[src/rtl/axil_pkg.sv]
// Shared AXI-Lite definitions: response codes, default protection and the
// master bridge state encoding.
package axil_pkg;

    localparam logic [1:0] RESP_OKAY   = 2'b00;
    localparam logic [1:0] RESP_EXOKAY = 2'b01;
    localparam logic [1:0] RESP_SLVERR = 2'b10;
    localparam logic [1:0] RESP_DECERR = 2'b11;

    localparam logic [2:0] PROT_DEFAULT = 3'b000;

    localparam logic [2:0] ST_IDLE         = 3'd0;
    localparam logic [2:0] ST_WR_ADDR_DATA = 3'd1;
    localparam logic [2:0] ST_WR_RESP      = 3'd2;
    localparam logic [2:0] ST_RD_ADDR      = 3'd3;
    localparam logic [2:0] ST_RD_DATA      = 3'd4;
    localparam logic [2:0] ST_RESP         = 3'd5;

    typedef enum logic [2:0] {
        IDLE         = ST_IDLE,
        WR_ADDR_DATA = ST_WR_ADDR_DATA,
        WR_RESP      = ST_WR_RESP,
        RD_ADDR      = ST_RD_ADDR,
        RD_DATA      = ST_RD_DATA,
        RESP         = ST_RESP
    } bridge_state_e;

endpackage

[src/rtl/axil_master_bridge.sv]
// Single-outstanding AXI-Lite master: converts a valid/ready command into one
// AXI-Lite read or write and returns a buffered response.
module axil_master_bridge
    import axil_pkg::*;
#(
    parameter int DATA_WIDTH = 32,
    parameter int ADDR_WIDTH = 32,
    parameter int STRB_WIDTH = DATA_WIDTH / 8
) (
    input  logic                  clk,
    input  logic                  rst,

    input  logic                  cmd_valid,
    output logic                  cmd_ready,
    input  logic                  cmd_we,
    input  logic [ADDR_WIDTH-1:0] cmd_addr,
    input  logic [DATA_WIDTH-1:0] cmd_wdata,
    input  logic [STRB_WIDTH-1:0] cmd_wstrb,

    output logic                  rsp_valid,
    input  logic                  rsp_ready,
    output logic [DATA_WIDTH-1:0] rsp_rdata,
    output logic [1:0]            rsp_resp,
    output logic                  rsp_misalign,

    output logic [ADDR_WIDTH-1:0] m_axil_awaddr,
    output logic [2:0]            m_axil_awprot,
    output logic                  m_axil_awvalid,
    input  logic                  m_axil_awready,
    output logic [DATA_WIDTH-1:0] m_axil_wdata,
    output logic [STRB_WIDTH-1:0] m_axil_wstrb,
    output logic                  m_axil_wvalid,
    input  logic                  m_axil_wready,
    input  logic [1:0]            m_axil_bresp,
    input  logic                  m_axil_bvalid,
    output logic                  m_axil_bready,
    output logic [ADDR_WIDTH-1:0] m_axil_araddr,
    output logic [2:0]            m_axil_arprot,
    output logic                  m_axil_arvalid,
    input  logic                  m_axil_arready,
    input  logic [DATA_WIDTH-1:0] m_axil_rdata,
    input  logic [1:0]            m_axil_rresp,
    input  logic                  m_axil_rvalid,
    output logic                  m_axil_rready
);

    bridge_state_e state_q, state_d;

    logic [ADDR_WIDTH-1:0] addr_q, addr_d;
    logic [DATA_WIDTH-1:0] wdata_q, wdata_d;
    logic [STRB_WIDTH-1:0] wstrb_q, wstrb_d;
    logic awvalid_q, awvalid_d, wvalid_q, wvalid_d;
    logic bready_q, bready_d, arvalid_q, arvalid_d, rready_q, rready_d;
    logic aw_done_q, aw_done_d, w_done_q, w_done_d;
    logic [DATA_WIDTH-1:0] rsp_rdata_q, rsp_rdata_d;
    logic [1:0] rsp_resp_q, rsp_resp_d;
    logic rsp_mis_q, rsp_mis_d;

    logic aw_hs, w_hs;

    assign aw_hs = awvalid_q & m_axil_awready;
    assign w_hs  = wvalid_q & m_axil_wready;

    always_ff @(posedge clk) begin
        if (rst) begin
            state_q     <= IDLE;
            addr_q      <= '0;
            wdata_q     <= '0;
            wstrb_q     <= '0;
            awvalid_q   <= 1'b0;
            wvalid_q    <= 1'b0;
            bready_q    <= 1'b0;
            arvalid_q   <= 1'b0;
            rready_q    <= 1'b0;
            aw_done_q   <= 1'b0;
            w_done_q    <= 1'b0;
            rsp_rdata_q <= '0;
            rsp_resp_q  <= RESP_OKAY;
            rsp_mis_q   <= 1'b0;
        end else begin
            state_q     <= state_d;
            addr_q      <= addr_d;
            wdata_q     <= wdata_d;
            wstrb_q     <= wstrb_d;
            awvalid_q   <= awvalid_d;
            wvalid_q    <= wvalid_d;
            bready_q    <= bready_d;
            arvalid_q   <= arvalid_d;
            rready_q    <= rready_d;
            aw_done_q   <= aw_done_d;
            w_done_q    <= w_done_d;
            rsp_rdata_q <= rsp_rdata_d;
            rsp_resp_q  <= rsp_resp_d;
            rsp_mis_q   <= rsp_mis_d;
        end
    end

    always_comb begin
        state_d     = state_q;
        addr_d      = addr_q;
        wdata_d     = wdata_q;
        wstrb_d     = wstrb_q;
        awvalid_d   = awvalid_q;
        wvalid_d    = wvalid_q;
        bready_d    = bready_q;
        arvalid_d   = arvalid_q;
        rready_d    = rready_q;
        aw_done_d   = aw_done_q;
        w_done_d    = w_done_q;
        rsp_rdata_d = rsp_rdata_q;
        rsp_resp_d  = rsp_resp_q;
        rsp_mis_d   = rsp_mis_q;

        unique case (state_q)
            IDLE: begin
                if (cmd_valid) begin
                    addr_d      = cmd_addr;
                    wdata_d     = cmd_wdata;
                    wstrb_d     = cmd_wstrb;
                    aw_done_d   = 1'b0;
                    w_done_d    = 1'b0;
                    rsp_rdata_d = '0;
                    rsp_resp_d  = RESP_OKAY;
                    rsp_mis_d   = 1'b0;
                    // Misaligned commands never reach the bus.
                    if (cmd_addr[1:0] != 2'b00) begin
                        state_d    = RESP;
                        rsp_mis_d  = 1'b1;
                        rsp_resp_d = RESP_SLVERR;
                    end else if (cmd_we) begin
                        state_d   = WR_ADDR_DATA;
                        awvalid_d = 1'b1;
                        wvalid_d  = 1'b1;
                    end else begin
                        state_d   = RD_ADDR;
                        arvalid_d = 1'b1;
                    end
                end
            end
            WR_ADDR_DATA: begin
                if (aw_hs) begin
                    awvalid_d = 1'b0;
                    aw_done_d = 1'b1;
                end
                if (w_hs) begin
                    wvalid_d = 1'b0;
                    w_done_d = 1'b1;
                end
                // Either channel may finish first; move on once both have.
                if ((aw_done_q | aw_hs) && (w_done_q | w_hs)) begin
                    state_d  = WR_RESP;
                    bready_d = 1'b1;
                end
            end
            WR_RESP: begin
                if (bready_q & m_axil_bvalid) begin
                    rsp_resp_d = m_axil_bresp;
                    bready_d   = 1'b0;
                    state_d    = RESP;
                end
            end
            RD_ADDR: begin
                if (arvalid_q & m_axil_arready) begin
                    arvalid_d = 1'b0;
                    rready_d  = 1'b1;
                    state_d   = RD_DATA;
                end
            end
            RD_DATA: begin
                if (rready_q & m_axil_rvalid) begin
                    rsp_rdata_d = m_axil_rdata;
                    rsp_resp_d  = m_axil_rresp;
                    rready_d    = 1'b0;
                    state_d     = RESP;
                end
            end
            RESP: begin
                if (rsp_ready) state_d = IDLE;
            end
            default: state_d = IDLE;
        endcase
    end

    assign cmd_ready      = (state_q == IDLE) & ~rst;
    assign rsp_valid      = (state_q == RESP);
    assign rsp_rdata      = rsp_rdata_q;
    assign rsp_resp       = rsp_resp_q;
    assign rsp_misalign   = rsp_mis_q;

    assign m_axil_awaddr  = addr_q;
    assign m_axil_awprot  = PROT_DEFAULT;
    assign m_axil_awvalid = awvalid_q;
    assign m_axil_wdata   = wdata_q;
    assign m_axil_wstrb   = wstrb_q;
    assign m_axil_wvalid  = wvalid_q;
    assign m_axil_bready  = bready_q;
    assign m_axil_araddr  = addr_q;
    assign m_axil_arprot  = PROT_DEFAULT;
    assign m_axil_arvalid = arvalid_q;
    assign m_axil_rready  = rready_q;

endmodule

[config.mk]
export PLATFORM = sky130hd
export DESIGN_NAME = axil_master_bridge
export DESIGN_NICKNAME = d
export VERILOG_FILES = /design/src/rtl/axil_pkg.sv /design/src/rtl/axil_master_bridge.sv
export SDC_FILE = /design/constraint.sdc
export NUM_CORES = 1
export LEC_CHECK = 0
export BUFFER_PORTS_ARGS = -buffer_cell sky130_fd_sc_hd__buf_4
export CORE_AREA = 2 2 102 104
export CTS_BUF_LIST = sky130_fd_sc_hd__clkbuf_2
export DETAILED_ROUTE_END_ITERATION = 8
export DIE_AREA = 0 0 104 106
export PLACE_DENSITY = 0.87
export REMOVE_ABC_BUFFERS = 1
export SLEW_MARGIN = 30
export SYNTH_ARGS = -nofsm -noshare
export SYNTH_HDL_FRONTEND = slang
export SYNTH_SLANG_ARGS = --single-unit
[constraint.sdc]
create_clock -name clk -period 2.9 [get_ports clk]
set_clock_uncertainty 0.05 [all_clocks]
set_input_delay 0.435 -clock clk [delete_from_list [all_inputs] [get_ports clk]]
set_output_delay 0.435 -clock clk [all_outputs]
set_load 0.01 [all_outputs]
### Word-level counts from Yosys, hierarchy flattened

Index checks and enable logic that the tools add are counted.
Widths: inputs -> output; s select.

| word-level totals | value |
|---|---|
| register bits | 113 |
| bits in writable memories | 0 |
| bits of input ports | 114 |
| output and inout bits | 148 |
| memory bits (read-only) | 0 |
| memories kept | 0 |
| latch bits | 0 |
| logic and storage cells | 100 |

| operators by class | value |
|---|---|
| reduce and logical (&&, ||, !) cells | 20 |
| multiplexer cells | 41 |
| bitwise operators | 9 |
| div/mod/pow operators | 0 |
| shift-type cells | 0 |
| multiply operators | 0 |
| equal/unequal tests | 16 |
| add/subtract/negate cells | 0 |
| order comparisons | 0 |

Operators with widths:

| cell | count |
|---|---|
| $mux 32 | 2 |
| $pmux 32 s2 | 1 |
| $mux 3 | 7 |
| $ne 2x2->1 const B | 10 |
| $pmux 3 s6 | 1 |
| $mux 1 | 17 |
| $reduce_and 3->1 | 5 |
| $reduce_and 5->1 | 3 |
| $pmux 1 s2 | 7 |
| $reduce_bool 2->1 | 6 |
| $mux 2 | 5 |
| $and 1x1->1 | 6 |
| $eq 3x2->1 const B | 2 |
| $eq 3x3->1 const B | 2 |
| $pmux 2 s3 | 1 |
| $reduce_and 6->1 | 1 |
| $reduce_and 4->1 | 1 |
| $eq 3x1->1 const B | 1 |
| $logic_not 3->1 | 1 |
| $reduce_bool 3->1 | 1 |
| $ne 2x1->1 const B | 1 |
| $or 1x1->1 | 2 |
| $reduce_and 2->1 | 1 |
| $logic_and 1x1->1 | 1 |
| $not 1->1 | 1 |

### Depth between registers and ports, before layout

| depth | value |
|---|---|
| word-level depth | 5 |
| depth in mapped cells | 7 |
| depth with buffers taken out | 4 |

### Least setup slack after synthesis

OpenSTA, ideal clock, no wires.

| timing | value |
|---|---|
| path kind | in2out |
| from | input rst |
| to | output cmd_ready |
| path slack | 1,087 ps |
| stages on the path | 4 |
| arrival | 1,328 ps |
| required time | 2,415 ps |
| buffers on the path | 3 |
| cells stage by stage | clkbuf_1 -> clkbuf_1 -> clkbuf_1 -> nor2_1 |

| on the way | value |
|---|---|
| cells in the longest elaborated chain, start to end | 2 |

Ends and longest elaborated chain:

| item | RTL line | source |
|---|---|---|
| start: declaration | axil_master_bridge.sv:11 | `input logic rst,` |
| $not 1->1 | axil_master_bridge.sv:184 | `assign cmd_ready = (state_q == IDLE) & ~rst;` |
| $and 1x1->1 | axil_master_bridge.sv:184 |  |
| end: declaration | axil_master_bridge.sv:14 | `output logic cmd_ready,` |

No other way between the ends.

### Worst setup path after layout

| timing | value |
|---|---|
| from | register state_q[2] |
| to | output rsp_valid |

| on the way | value |
|---|---|
| cells in the longest elaborated chain, start to end | 1 |

Ends and longest elaborated chain:

| item | RTL line | source |
|---|---|---|
| start: declaration | axil_master_bridge.sv:47 | `bridge_state_e state_q, state_d;` |
| start signal: assignment | axil_master_bridge.sv:81 | `state_q <= state_d;` |
| $eq 3x3->1 | axil_master_bridge.sv:185 | `assign rsp_valid = (state_q == RESP);` |
| end: declaration | axil_master_bridge.sv:20 | `output logic rsp_valid,` |

No other way between the ends.

==> results.py <==
metrics = {
    "run_status": {
        "status": "finished clean",
    },
    "power": {
        "power_density_nw_per_um2": 658,
        "seq_power_share_pct": 40.3,
        "p_leak_nw": 3.30,
        "max-vdd-ir-drop_mv": 0.343,
        "share_comb_of_total_power_pct": 38.1,
        "power.switching_w": 0.00185,
        "switching_share_pct": 38.1,
        "p_clk_share_pct": 21.6,
        "p_int_w": 0.00301,
    },
    "cts": {
        "cts_tree": "yes",
        "cts_hold_fix_bufs": 99,
        "cts_buffers": 17,
        "clock_latency_ns": 0.60,
        "clk_pin_slew_ns": 0.21,
        "cts_num_sinks": 113,
        "resized_cells_post_cts": 0,
        "cts.root.buffer_cell": "sky130_fd_sc_hd__clkbuf_2",
        "cts_max_level": 4,
        "cts-root-to-sink-buffers": 2,
        "cts.repair_timing.setup_buffer_count": 0,
    },
    "drt": {
        "drt-vias-per-instance": 5.13,
        "drcViolationCount": 0,
        "wire_length_per_cell_after_detailed_routing_um": 16.3,
        "route.final.wire_length_um": 16400,
        "num_vias": 5155,
        "drt_pass1_iterations": 5,
        "antenna_left": 0,
        "drt-initial-drc-count": 315,
    },
    "yosys": {
        "synthesis.yosys.warnings": 0,
        "syn_area_um2": 4430,
        "synth.largest_area_cell": "sky130_fd_sc_hd__dfxtp_1",
        "post-synth-top-count-cell": "sky130_fd_sc_hd__nand2_1",
        "synth_top_area_share_pct": 51.0,
        "number_of_synthesized_flops_with_an_enable_pin": 0,
        "async_reset_ff_share_pct": 0,
        "syn_inst": 544,
        "synth_cell_types": 37,
        "synth_flop_cell": "sky130_fd_sc_hd__dfxtp_1",
        "synth_seq_cells": 113,
        "netlist_top_cells_area": "sky130_fd_sc_hd__dfxtp_1, sky130_fd_sc_hd__nand2_1, sky130_fd_sc_hd__a21oi_1",
        "synth_seq_area_share_pct": 51.0,
        "avgSynthCellArea_um2": 8.15,
        "synth_commonest_cells": "sky130_fd_sc_hd__nand2_1, sky130_fd_sc_hd__dfxtp_1, sky130_fd_sc_hd__a21oi_1, sky130_fd_sc_hd__buf_4, sky130_fd_sc_hd__nor2_1",
    },
    "placed_design": {
        "buffer_ports.inserted": 255,
        "place.gp.congestion": 0.861,
        "place_area_um2": 6140,
        "dp.final_hpwl_um": 9230,
    },
    "sta": {
        "whs_ns": 0.0948,
        "tightest_slew_ns": 0.598,
        "timing.final.setup_violations": 0,
        "period_share_pct": 79.0,
        "achievable-frequency_mhz": 436,
        "final.min_clock_period_ns": 2.29,
        "slew_violations": 0,
        "relative_slew_margins_pct": 60.0,
        "fin_tns_setup_ns": 0,
        "rsz_0062_raised_after_global_routing": "no",
        "hold_viol": 0,
    },
    "critical_path": {
        "cp_data_required_time_ns": 2.41,
        "arrival_ns": 1.81,
        "criticalPathCategory": "flop to primary output",
        "timing.critical_path.fanout_max": 14,
        "worstSetupStartpointType": "flop",
        "critPathCaptureType": "primary output",
    },
    "die": {
        "die_w_um": 104,
        "core-area_um2": 10000,
        "die_area_um2": 11000,
        "count_of_standard_cell_rows": 37,
        "floorplan.initialDensity_pct": 44.3,
        "ioPinCount": 262,
        "floorplan.die.height_um": 106,
    },
    "final_layout": {
        "finish.instance_area_um2": 7380,
        "syn2layout_area_growth_pct": 66.5,
        "design.final.nets": 968,
        "fill_cells": 636,
        "final_layout_size_suffix_gt1_share_pct": 34.4,
    },
    "global_route": {
        "grt_max_degree": 44,
        "via_count_of_the_first_global_routing_pass": 5208,
        "total_routing_usage_gr_pct": 28.5,
        "grt_ovf": 0,
        "antenna_found_initial": 1,
        "first_pass_grt_wire_length_um": 25200,
    },
    "min_path": {
        "class_of_the_worst_hold_path": "primary input to flop",
    },
    "run": {
        "cap_viol_max_count": 0,
    },
}
[layout by cell type (no fill, tap or decap), drive strengths merged, types with 2 or more instances in the layout]
cell	netlist	final
buf	55	263
nand2	144	144
dfxtp	113	113
dlygate4sd3	0	99
a21oi	82	82
nor2	40	40
a22oi	32	32
clkbuf	21	17
inv	8	12
nor3	7	7
conb	1	6
nand3	6	6
nand2b	5	5
clkinvlp	0	5
o21ai	5	5
a211oi	4	4
clkinv	0	4
or3	2	2
a211o	2	2
o22ai	2	2
bufinv	0	2
[through the flow]
step	setup slack (ns)	power, W	instances	util [%]
detailed placement	1.01	0.00365	872	61.4
finish	0.608	0.00486	1004	73.8
global route	0.440	0.00511	1004	73.8
CTS	0.543	0.00480	1003	73.8
floorplan	0.381	0.00277	473	-
global placement	1.11	0.00359	872	61.4
[cell type report]
| type | count | area [µm²] | share of cell area [%] |
|---|---|---|---|
| tap | 136 | 170 | 2.31 |
| antenna | 1 | 2.50 | 0.0339 |
| sequential | 113 | 2260 | 30.6 |
| clock inverter | 15 | 158 | 2.14 |
| clock buffer | 17 | 85.1 | 1.15 |
| multi-input combinational | 352 | 1700 | 23.0 |
| inverter | 8 | 30.0 | 0.407 |
| timing repair buffer | 362 | 2980 | 40.3 |
[cell families (layout without fill, tap and decap cells)]
kind of cell | count (synthesis) | in the layout | share of synthesized area (%)
and+or+nand+nor | 211 | 211 | 19.4
AOI/OAI and AO/OA | 135 | 135 | 18.1
DFF | 113 | 113 | 51.0
buffers and inverters | 84 | 402 | 11.3
other | 1 | 7 | 0.0846
[state kept, by name, summed over array words and instances (netlist names)]
register        cells
m_axil_wvalid       1
w_done_q            1
rsp_rdata          32
m_axil_araddr      32
m_axil_wstrb        4
rsp_misalign        1
m_axil_bready       1
m_axil_awvalid      1
aw_done_q           1
m_axil_wdata       32
rsp_resp            2
m_axil_arvalid      1
state_q             3
m_axil_rready       1
[layer usage]
| layer | global-route usage (%) | share of wire (%) | wire (µm) | vias to the layer above |
|---|---|---|---|---|
| met1 | 29.4 | 36 | 5970 | 2389 |
| met5 | 0 | 0 | 0 | - |
| met4 | 16.8 | 5.3 | 867 | 0 |
| li1 | - | - | - | 2395 |
| met2 | 50.7 | 51 | 8360 | 298 |
| met3 | 9.50 | 7.3 | 1190 | 73 |
[worst max-delay path, stage by stage, from the launching register on]
cell and delay [ns]:
sky130_fd_sc_hd__dfxtp_1 0.62, sky130_fd_sc_hd__nand2b_1 0.29, sky130_fd_sc_hd__nor2_1 0.16, sky130_fd_sc_hd__buf_4 0.14
[power groups by stage]
| stage | Clock, W | Combinational (W) | Sequential, W |
|---|---|---|---|
| after global routing | 0.00114 | 0.00199 | 0.00198 |
| after global placement | 0 | 0.00163 | 0.00196 |
| final | 0.00105 | 0.00185 | 0.00196 |
| after detailed placement | 0 | 0.00167 | 0.00198 |
| after floorplan | 0 | 0.000654 | 0.00212 |
| after CTS | 0.00107 | 0.00178 | 0.00195 |
[final timing paths]
kind | startpoint | endpoint | slack (ns) | depth (start not counted)
worst max-delay path | state_q[2] | rsp_valid | 0.61 | 3
worst min-delay path | m_axil_bvalid | m_axil_bready | 0.09 | 4
worst max register to register | state_q[2] | m_axil_araddr[29] | 0.77 | 5
worst min register to register | m_axil_wdata[15] | m_axil_wdata[15] | 0.42 | 2
Note: power is estimated with default switching activity, not from simulation.
